[src/rtl/mips_ctrl_pkg.sv]
// Shared definitions for the multicycle MIPS control path.
// Contents:
//   state_t      - FSM state encoding (also exported on state_dbg)
//   OP_*         - primary opcode values (instruction[31:26])
//   ALUOP_*      - ALUop codes, also decoded by the existing ALUControl
//   SRCB_*       - ALUSrcB mux encodings
//   PCSRC_*      - PCSrc mux encodings
//   ctrl_t       - bundle of every datapath control strobe/select
//   is_known_op  - true for opcodes the FSM implements
//   is_half_load - true for lh/lhu
package mips_ctrl_pkg;

  typedef enum logic [3:0] {
    S_FETCH  = 4'd0,
    S_DECODE = 4'd1,
    S_MEMADR = 4'd2,
    S_MEMRD  = 4'd3,
    S_MEMWB  = 4'd4,
    S_MEMWR  = 4'd5,
    S_EXEC   = 4'd6,
    S_ALUWB  = 4'd7,
    S_BRANCH = 4'd8,
    S_ADDIEX = 4'd9,
    S_ADDIWB = 4'd10,
    S_JUMP   = 4'd11
  } state_t;

  localparam logic [5:0] OP_RTYPE = 6'b000000;
  localparam logic [5:0] OP_LW    = 6'b100011;
  localparam logic [5:0] OP_LH    = 6'b100001;
  localparam logic [5:0] OP_LHU   = 6'b100101;
  localparam logic [5:0] OP_SW    = 6'b101011;
  localparam logic [5:0] OP_BEQ   = 6'b000100;
  localparam logic [5:0] OP_ADDI  = 6'b001000;
  localparam logic [5:0] OP_J     = 6'b000010;

  localparam logic [2:0] ALUOP_ADD   = 3'b000;
  localparam logic [2:0] ALUOP_SUB   = 3'b001;
  localparam logic [2:0] ALUOP_FUNCT = 3'b010;

  localparam logic [1:0] SRCB_RD2      = 2'b00;
  localparam logic [1:0] SRCB_FOUR     = 2'b01;
  localparam logic [1:0] SRCB_SEXT     = 2'b10;
  localparam logic [1:0] SRCB_SEXT_SH2 = 2'b11;

  localparam logic [1:0] PCSRC_ALU    = 2'b00;
  localparam logic [1:0] PCSRC_ALUOUT = 2'b01;
  localparam logic [1:0] PCSRC_JUMP   = 2'b10;

  typedef struct packed {
    logic       iord;
    logic       mem_read;
    logic       mem_write;
    logic       ir_write;
    logic       pc_write;
    logic       pc_write_cond;
    logic       reg_dst;
    logic       mem_to_reg;
    logic       reg_write;
    logic       load_half;
    logic       load_half_unsigned;
    logic       alu_src_a;
    logic [1:0] alu_src_b;
    logic [2:0] alu_op;
    logic [1:0] pc_src;
    logic       illegal_op;
  } ctrl_t;

  function automatic logic is_known_op(input logic [5:0] op);
    case (op)
      OP_RTYPE, OP_LW, OP_LH, OP_LHU, OP_SW, OP_BEQ, OP_ADDI, OP_J: return 1'b1;
      default: return 1'b0;
    endcase
  endfunction

  function automatic logic is_half_load(input logic [5:0] op);
    return (op == OP_LH) || (op == OP_LHU);
  endfunction

endpackage

[src/rtl/multicycle_control.sv]
// Multicycle sequencing FSM for the MIPS datapath. A single memory serves
// instruction fetch and load/store; a single ALU serves PC+4, address and
// branch-target computation. Control outputs are decoded from the current
// state (plus opcode for halfword qualifiers and mem_ready for the fetch
// writes) and forced to zero while reset is high.
//
// Ports:
//   clk, reset        - clock (rising edge), asynchronous active-high reset
//   opcode[5:0]       - instruction[31:26], stable from DECODE to next FETCH
//   mem_ready         - memory completes the current access this cycle
//   IorD..PCSrc       - datapath selects and write enables
//   illegal_op        - one-cycle pulse in DECODE for an unknown opcode
//   state_dbg[3:0]    - current state encoding
//   retired[CNT_W-1:0]- retired-instruction count (wraps)
//
// Memory handshake: while the FSM holds MemRead or MemWrite (FETCH, MEMRD,
// MEMWR) the access is outstanding; it completes in the cycle where
// mem_ready is also high, and only then does the FSM advance. The strobes
// and address select stay constant for the whole wait. mem_ready is ignored
// in every other state.
module multicycle_control
  import mips_ctrl_pkg::*;
#(
  parameter int CNT_W = 32
) (
  input  logic             clk,
  input  logic             reset,
  input  logic [5:0]       opcode,
  input  logic             mem_ready,
  output logic             IorD,
  output logic             MemRead,
  output logic             MemWrite,
  output logic             IRWrite,
  output logic             PCWrite,
  output logic             PCWriteCond,
  output logic             RegDst,
  output logic             MemtoReg,
  output logic             RegWrite,
  output logic             LoadHalf,
  output logic             LoadHalfUnsigned,
  output logic             ALUSrcA,
  output logic [1:0]       ALUSrcB,
  output logic [2:0]       ALUop,
  output logic [1:0]       PCSrc,
  output logic             illegal_op,
  output logic [3:0]       state_dbg,
  output logic [CNT_W-1:0] retired
);

  state_t state;
  ctrl_t  ctrl;
  ctrl_t  ctrl_out;
  logic   retire;

  // An instruction retires on the transition back to FETCH from its last
  // state. A store only finishes once memory accepts it.
  always_comb begin
    retire = 1'b0;
    case (state)
      S_MEMWB, S_ALUWB, S_BRANCH, S_ADDIWB, S_JUMP: retire = 1'b1;
      S_MEMWR: retire = mem_ready;
      default: retire = 1'b0;
    endcase
  end

  // State register, next-state logic and retire counter.
  always_ff @(posedge clk or posedge reset) begin
    if (reset) begin
      state   <= S_FETCH;
      retired <= '0;
    end else begin
      case (state)
        S_FETCH: begin
          if (mem_ready) state <= S_DECODE;
        end
        S_DECODE: begin
          case (opcode)
            OP_LW, OP_LH, OP_LHU, OP_SW: state <= S_MEMADR;
            OP_RTYPE:                    state <= S_EXEC;
            OP_BEQ:                      state <= S_BRANCH;
            OP_ADDI:                     state <= S_ADDIEX;
            OP_J:                        state <= S_JUMP;
            default:                     state <= S_FETCH;
          endcase
        end
        S_MEMADR: state <= (opcode == OP_SW) ? S_MEMWR : S_MEMRD;
        S_MEMRD: begin
          if (mem_ready) state <= S_MEMWB;
        end
        S_MEMWB: state <= S_FETCH;
        S_MEMWR: begin
          if (mem_ready) state <= S_FETCH;
        end
        S_EXEC:   state <= S_ALUWB;
        S_ALUWB:  state <= S_FETCH;
        S_BRANCH: state <= S_FETCH;
        S_ADDIEX: state <= S_ADDIWB;
        S_ADDIWB: state <= S_FETCH;
        S_JUMP:   state <= S_FETCH;
        // Unused codes 12-15 recover to FETCH.
        default:  state <= S_FETCH;
      endcase

      if (retire) retired <= retired + CNT_W'(1);
    end
  end

  // Per-state control decode. Anything not set here stays 0.
  always_comb begin
    ctrl = '0;
    case (state)
      S_FETCH: begin
        ctrl.mem_read  = 1'b1;
        ctrl.alu_src_b = SRCB_FOUR;
        ctrl.alu_op    = ALUOP_ADD;
        ctrl.pc_src    = PCSRC_ALU;
        // IR and PC only latch on the cycle the read data is valid.
        ctrl.ir_write  = mem_ready;
        ctrl.pc_write  = mem_ready;
      end
      S_DECODE: begin
        ctrl.alu_src_b  = SRCB_SEXT_SH2;
        ctrl.alu_op     = ALUOP_ADD;
        ctrl.illegal_op = !is_known_op(opcode);
      end
      S_MEMADR: begin
        ctrl.alu_src_a = 1'b1;
        ctrl.alu_src_b = SRCB_SEXT;
        ctrl.alu_op    = ALUOP_ADD;
      end
      S_MEMRD: begin
        ctrl.mem_read           = 1'b1;
        ctrl.iord               = 1'b1;
        ctrl.load_half          = is_half_load(opcode);
        ctrl.load_half_unsigned = (opcode == OP_LHU);
      end
      S_MEMWB: begin
        ctrl.mem_to_reg         = 1'b1;
        ctrl.reg_write          = 1'b1;
        ctrl.load_half          = is_half_load(opcode);
        ctrl.load_half_unsigned = (opcode == OP_LHU);
      end
      S_MEMWR: begin
        ctrl.mem_write = 1'b1;
        ctrl.iord      = 1'b1;
      end
      S_EXEC: begin
        ctrl.alu_src_a = 1'b1;
        ctrl.alu_src_b = SRCB_RD2;
        ctrl.alu_op    = ALUOP_FUNCT;
      end
      S_ALUWB: begin
        ctrl.reg_dst   = 1'b1;
        ctrl.reg_write = 1'b1;
      end
      S_BRANCH: begin
        ctrl.alu_src_a     = 1'b1;
        ctrl.alu_src_b     = SRCB_RD2;
        ctrl.alu_op        = ALUOP_SUB;
        ctrl.pc_write_cond = 1'b1;
        ctrl.pc_src        = PCSRC_ALUOUT;
      end
      S_ADDIEX: begin
        ctrl.alu_src_a = 1'b1;
        ctrl.alu_src_b = SRCB_SEXT;
        ctrl.alu_op    = ALUOP_ADD;
      end
      S_ADDIWB: begin
        ctrl.reg_write = 1'b1;
      end
      S_JUMP: begin
        ctrl.pc_write = 1'b1;
        ctrl.pc_src   = PCSRC_JUMP;
      end
      default: ctrl = '0;
    endcase
  end

  // Reset gates the outputs combinationally so strobes drop immediately,
  // without waiting for a clock edge (FETCH would otherwise drive MemRead).
  assign ctrl_out = reset ? '0 : ctrl;

  assign IorD             = ctrl_out.iord;
  assign MemRead          = ctrl_out.mem_read;
  assign MemWrite         = ctrl_out.mem_write;
  assign IRWrite          = ctrl_out.ir_write;
  assign PCWrite          = ctrl_out.pc_write;
  assign PCWriteCond      = ctrl_out.pc_write_cond;
  assign RegDst           = ctrl_out.reg_dst;
  assign MemtoReg         = ctrl_out.mem_to_reg;
  assign RegWrite         = ctrl_out.reg_write;
  assign LoadHalf         = ctrl_out.load_half;
  assign LoadHalfUnsigned = ctrl_out.load_half_unsigned;
  assign ALUSrcA          = ctrl_out.alu_src_a;
  assign ALUSrcB          = ctrl_out.alu_src_b;
  assign ALUop            = ctrl_out.alu_op;
  assign PCSrc            = ctrl_out.pc_src;
  assign illegal_op       = ctrl_out.illegal_op;
  assign state_dbg        = state;

endmodule

[config.mk]
export PLATFORM = sky130hd
export DESIGN_NAME = multicycle_control
export DESIGN_NICKNAME = d
export VERILOG_FILES = /design/src/rtl/mips_ctrl_pkg.sv /design/src/rtl/multicycle_control.sv
export SDC_FILE = /design/constraint.sdc
export NUM_CORES = 1
export LEC_CHECK = 0
export CELL_PAD_IN_SITES_DETAIL_PLACEMENT = 0
export CELL_PAD_IN_SITES_GLOBAL_PLACEMENT = 1
export CORE_ASPECT_RATIO = 1.75
export CORE_MARGIN = 5
export CORE_UTILIZATION = 30
export CTS_BUF_LIST = sky130_fd_sc_hd__clkbuf_16
export DETAILED_ROUTE_END_ITERATION = 10
export GPL_ROUTABILITY_DRIVEN = 0
export PLACE_DENSITY_LB_ADDON = 0.12
export SYNTH_ARGS = -nofsm -noshare
export SYNTH_HDL_FRONTEND = slang
export SYNTH_SLANG_ARGS = --single-unit
[constraint.sdc]
create_clock -name clk -period 5.4 [get_ports clk]
set_clock_uncertainty 0.05 [all_clocks]
set_input_delay 1.08 -clock clk [delete_from_list [all_inputs] [get_ports clk]]
set_output_delay 1.08 -clock clk [all_outputs]
set_load 0.02 [all_outputs]
Word-level counts from Yosys, hierarchy flattened:

Cells that the tools add are included.

* bits in latches: 0
* bits in writable memories: 0
* flip-flop bits (word level): 36
* logic and storage cells: 62
* output and inout port bits: 56
* memories: 0
* bits in read-only memories: 0

* shifts and indexed selects: 0
* div/mod/pow operators: 0
* magnitude comparators: 0
* multipliers: 0
* reductions and logical operators: 14
* multiplexer cells: 24
* add/subtract/negate cells: 1
* bitwise logic cells: 0
* equality and inequality tests: 21

Operator list (number)
* adder 32 x 1 -> 32 bit, second input constant: 1
* one-hot mux 4 bit (7 select lines): 1
* one-hot mux 5 bit (5 select lines): 1
* == test 6 bit, second input constant: 4
* 2-to-1 mux 20 bit: 1
* one-hot mux 4 bit (5 select lines): 1
* == test 4 x 3 -> 1 bit, second input constant: 4
* == test 4 bit, second input constant: 4
* 2-to-1 mux 1 bit: 12
* 2-to-1 mux 4 bit: 3
* == test 4 x 2 -> 1 bit, second input constant: 2
* OR reduction 2 bit: 4
* OR reduction 4 bit: 2
* OR reduction 8 bit: 1
* == test 6 x 2 -> 1 bit, second input constant: 1
* == test 6 x 3 -> 1 bit, second input constant: 1
* == test 6 x 4 -> 1 bit, second input constant: 1
* zero test 6 bit: 1
* inequality test 2 bit, second input constant: 3
* OR reduction 5 bit: 1
* == test 4 x 1 -> 1 bit, second input constant: 1
* zero test 4 bit: 1
* one-hot mux 1 bit (2 select lines): 2
* one-hot mux 2 bit (2 select lines): 1
* 6 further kinds: 6

Logic depth before layout (Yosys ltp):

* depth in word-level cells: 7
* gate-level depth with buffers: 7
* mapped depth without buffers: 6

Least setup slack after synthesis:

OpenSTA, ideal clock, no wires.

* path kind: input to output
* start point: input reset
* end point: output MemtoReg
* stages on the path: 4
* slack: 1.450 ns
* data arrival time: 2.820 ns
* required time: 4.270 ns
* buffers on the path: 1
* path through: clkbuf_1 inv_1 nand3_1 nor3_1

* word-level cells in the longest chain between the ends: 1

Ends and longest elaborated chain
* start, declared: line multicycle_control.sv:27 `input logic reset,`
* 2-to-1 mux 20 bit: line multicycle_control.sv:181 `assign ctrl_out = reset ? '0 : ctrl;`
* end, declared: line multicycle_control.sv:37 `output logic MemtoReg,`

Every way passes these cells.

Final worst setup path:

* start point: input reset
* end point: output PCWrite

* word-level cells in the longest chain between the ends: 1

Ends and longest elaborated chain
* 2-to-1 mux 20 bit: line multicycle_control.sv:181
* end, declared: line multicycle_control.sv:34 `output logic PCWrite,`

Every way passes these cells.

==> impl_metrics.csv <==
group,metric,value,unit
run_status,status,"completed",
critical_path,worstPathCellList,"clkdlybuf4s50_1 > nor3_1 > nor4b_1 > or2_2 > clkdlybuf4s50_1",
sta,grt_setup_unrepaired,"false",
sta,total_neg_setup_slack,0,ps
clock_network,cts_setup_buffers,0,
critical_path,path_class,"input port to output port",
sta,timing.fmax,238.6,MHz
synthesis,post_synth_xor_area_fraction,13.41,%
synthesis,synth_fp_nets,247,
power_and_ir_drop,power_density,343.3,nW/um^2
final_layout,drive_gt1_share,7.744,%
grt,grt-ovfl-total,0,
floorplan,ios,65,
clock_network,clk_transition_reported_paths,50,ps
clock_network,cts_buffers,5,
placement,numPlacedInstances,375,
routing,post-route-drc-count,0,
synthesis,most_frequently_used_cell_type_in_the_post_synthesis_netlist,"sky130_fd_sc_hd__dfrtp_1",
final_layout,multi_input_comb_area,1145,sq um
synthesis,synth-compound-area-share,7.782,%
critical_path,worst_r2r_endpoint,"retired[19]$_DFFE_PP0P_",
synthesis,yosysWarningCount,0,
min_path,worst_hold_path_type,"register to register",
routing,routed_wl,6.048,mm
synthesis,syn-mean-instance-area,9.091,sq um
min_path,hold_path.startpoint,"retired[31]$_DFFE_PP0P_",
sta,timing.final.max_slew_violations,0,
synthesis,synthesis.instances,237,
routing,detailed_router_s_first_iteration_violation_count,121,
floorplan,initial_core_util,30.22,%
clock_network,clk-insertion-delay-late,270,ps
final_layout,num-nets-final,306,
critical_path,critPathTopFamily,"buffers and inverters",
critical_path,critical_path.startpoint_type,"input port",
synthesis,synthDistinctLibCells,49,
synthesis,synthesis.area,2155,sq um
critical_path,critPathSlowestCell,"sky130_fd_sc_hd__clkdlybuf4s50_1",
synthesis,synth-async-reset-ratio,100.0,%
sta,finalHoldViolations,0,
synthesis,synthSimpleGateAreaFrac,30.14,%
critical_path,timing.critical_path.to_type,"output port",
clock_network,cts_num_sinks,36,
critical_path,crit_fanout,9,
clock_network,ctsLongestPathBuffers,2,
floorplan,die_height,122.1,um
routing,routed_wire_length_per_instance,15.79,um
final_layout,filler_cell_count,756,
synthesis,ys_top_cells_by_area,"sky130_fd_sc_hd__dfrtp_1, sky130_fd_sc_hd__xor2_1, sky130_fd_sc_hd__xnor2_1",
synthesis,synth_top_family_by_area,"simple AND/OR/NAND/NOR gates",
final_layout,finalNonFillerCells,383,
clock_network,cts_tree,"yes",
floorplan,rows,41,
min_path,number_of_cells_on_the_worst_hold_path,1,
flow_run,maxCapViolations,0,
sta,setup_violations,0,
critical_path,worst-path-buf-inv,2,
routing,vias_per_cell,4.987,
synthesis,synth.top_cells.by_count,"sky130_fd_sc_hd__dfrtp_1, sky130_fd_sc_hd__nand2_1, sky130_fd_sc_hd__nor2_1, sky130_fd_sc_hd__xor2_1, sky130_fd_sc_hd__nor3_1",
routing,detailed_routing_iteration_count_for_the_pre_antenna_repair_pass,4,
grt,grt_first_pass_wirelength,9.839,mm
clock_network,cts.repair.resized,0,
critical_path,worstReg2RegStart,"state_dbg[1]$_DFFE_PP0P_",
sta,final_min_period_over_clock_period,77.61,%
routing,via_count,1910,
clock_network,cts-htree-levels,2,
grt,grt_start_max_net_pins,37,
synthesis,synthDominantAreaCellType,"sky130_fd_sc_hd__dfrtp_1",
critical_path,worst_path_largest_cell_delay,590,ps
synthesis,synth_sequential_area_ratio,41.81,%
synthesis,synth_edf_count,0,
critical_path,reg2regPathDepth,5,
routing,drtAntennaViolNets,0,
clock_network,cts_hold_buf,0,
synthesis,postSynth.topFlopCell,"sky130_fd_sc_hd__dfrtp_1",
power_and_ir_drop,power.ir.vdd_worst,0.1812,mV
critical_path,worst_path_most_repeated_cell,"sky130_fd_sc_hd__clkdlybuf4s50_1",
floorplan,fp.dieW,74.06,um
power_and_ir_drop,leakage,1.257,nW
min_path,worstHoldEndpoint,"retired[31]$_DFFE_PP0P_",
critical_path,worstPathRequired,4270,ps
placement,io_buffers,63,
grt,grt_usage,14.14,%
sta,final_period_minus_worst_setup_slack,4191,ps
placement,post-dp-hpwl,4.568,mm
final_layout,area_growth,38.91,%
floorplan,core-area,7131,sq um
clock_network,root_buf_cell,"sky130_fd_sc_hd__clkbuf_16",
critical_path,r2r_slack,3250,ps
critical_path,timing.critical_path.from,"reset",
grt,grt_antenna_before_repair,0,
synthesis,yosys_register_bits,36,
grt,number_of_global_route_vias_before_repair,1972,
critical_path,worstPathArrival,3060,ps
synthesis,synth.mux.area_fraction,1.045,%
synthesis,synthAdderAreaFrac,0.5807,%
final_layout,antenna_cells_inserted,0,
sta,worstMarginPinSlew,541.5,ps
sta,worst_slew_margin_rel,63.90,%
final_layout,seq_area,900.9,sq um
floorplan,die_ar,9043,sq um
synthesis,yosysTopAreaCellShare,41.81,%
[sequential cells by signal (all words and copies together), names as in the netlist]
| signal | flops |
|---|---|
| retired | 32 |
| state_dbg | 4 |
[report_power, final]
part	switching, W	internal [W]	total [W]
combinational	0.000189	0.000153	0.000341
clock	0.000110	0.000215	0.000325
sequential	0.0000690	0.000293	0.000362
[layout make-up]
class	instances	area share (%)
flip-flops and latches	36	30.10
well taps	86	3.595
multi-input cells	179	38.25
clock inverters	3	1.296
repair buffers	64	21.32
clock buffers	5	4.181
inverters	10	1.254
[layer usage]
| layer | vias to the layer above | GRT usage [%] | routed length (um) |
|---|---|---|---|
| met5 | - | 0 | 0 |
| met4 | 0 | 5.329 | 123 |
| met3 | 10 | 2.477 | 280 |
| met2 | 49 | 25.72 | 3357 |
| met1 | 918 | 15.87 | 2287 |
| li1 | 933 | - | - |
[through the flow]
step,util (%),hold WS [ps],setup WS [ps],cell area (sq um),total power (W)
after global routing,41.97,451.8,1073,2993,0.001083
after global placement,39.67,406.4,1220,2829,0.0007134
final,41.97,412.3,1209,2993,0.001028
after floorplan,-,527.7,1450,2155,0.0005661
after detailed placement,39.67,408.3,1177,2829,0.0007122
after CTS,41.97,417.0,1183,2993,0.001046
[worst max-delay path by stage]
stage,end,cells past startpoint
6_report,PCWrite,5
2_1_floorplan,MemtoReg,4
3_5_place_dp,PCWrite,5
3_3_place_gp,PCWrite,5
4_1_cts,PCWrite,5
5_1_grt,PCWrite,5
[cells in the final DEF, fill, tap and decap left out, types with 2 or more instances in the layout]
master | synthesis | final
sky130_fd_sc_hd__xor2_1 | 20 | 20
sky130_fd_sc_hd__nand2b_1 | 4 | 4
sky130_fd_sc_hd__o21ai_0 | 5 | 5
sky130_fd_sc_hd__nor2_1 | 24 | 24
sky130_fd_sc_hd__mux2_2 | 2 | 2
sky130_fd_sc_hd__nand4_1 | 5 | 5
sky130_fd_sc_hd__dfrtp_1 | 36 | 36
sky130_fd_sc_hd__clkbuf_16 | 0 | 5
sky130_fd_sc_hd__a21oi_1 | 4 | 4
sky130_fd_sc_hd__and3_1 | 3 | 3
sky130_fd_sc_hd__and2_1 | 2 | 2
sky130_fd_sc_hd__inv_1 | 10 | 11
sky130_fd_sc_hd__nand2_1 | 29 | 29
sky130_fd_sc_hd__nor4b_1 | 2 | 2
sky130_fd_sc_hd__clkdlybuf4s50_1 | 0 | 63
sky130_fd_sc_hd__xnor2_1 | 13 | 13
sky130_fd_sc_hd__nand4_2 | 3 | 3
sky130_fd_sc_hd__nor3_1 | 19 | 19
sky130_fd_sc_hd__nor4_1 | 6 | 6
sky130_fd_sc_hd__nand3_1 | 10 | 10
sky130_fd_sc_hd__o31ai_1 | 2 | 2
[logic make-up (layout without fill, tap and decap cells)]
family          after synthesis  after routing
buf+inv                      22             82
xor+xnor                     33             33
compound gates               23             23
fa+ha+maj                     1              1
mux                           2              2
flops                        36             36
other cells                   1              1
simple gates                119            119
Note: power is estimated with default switching activity, not from simulation.
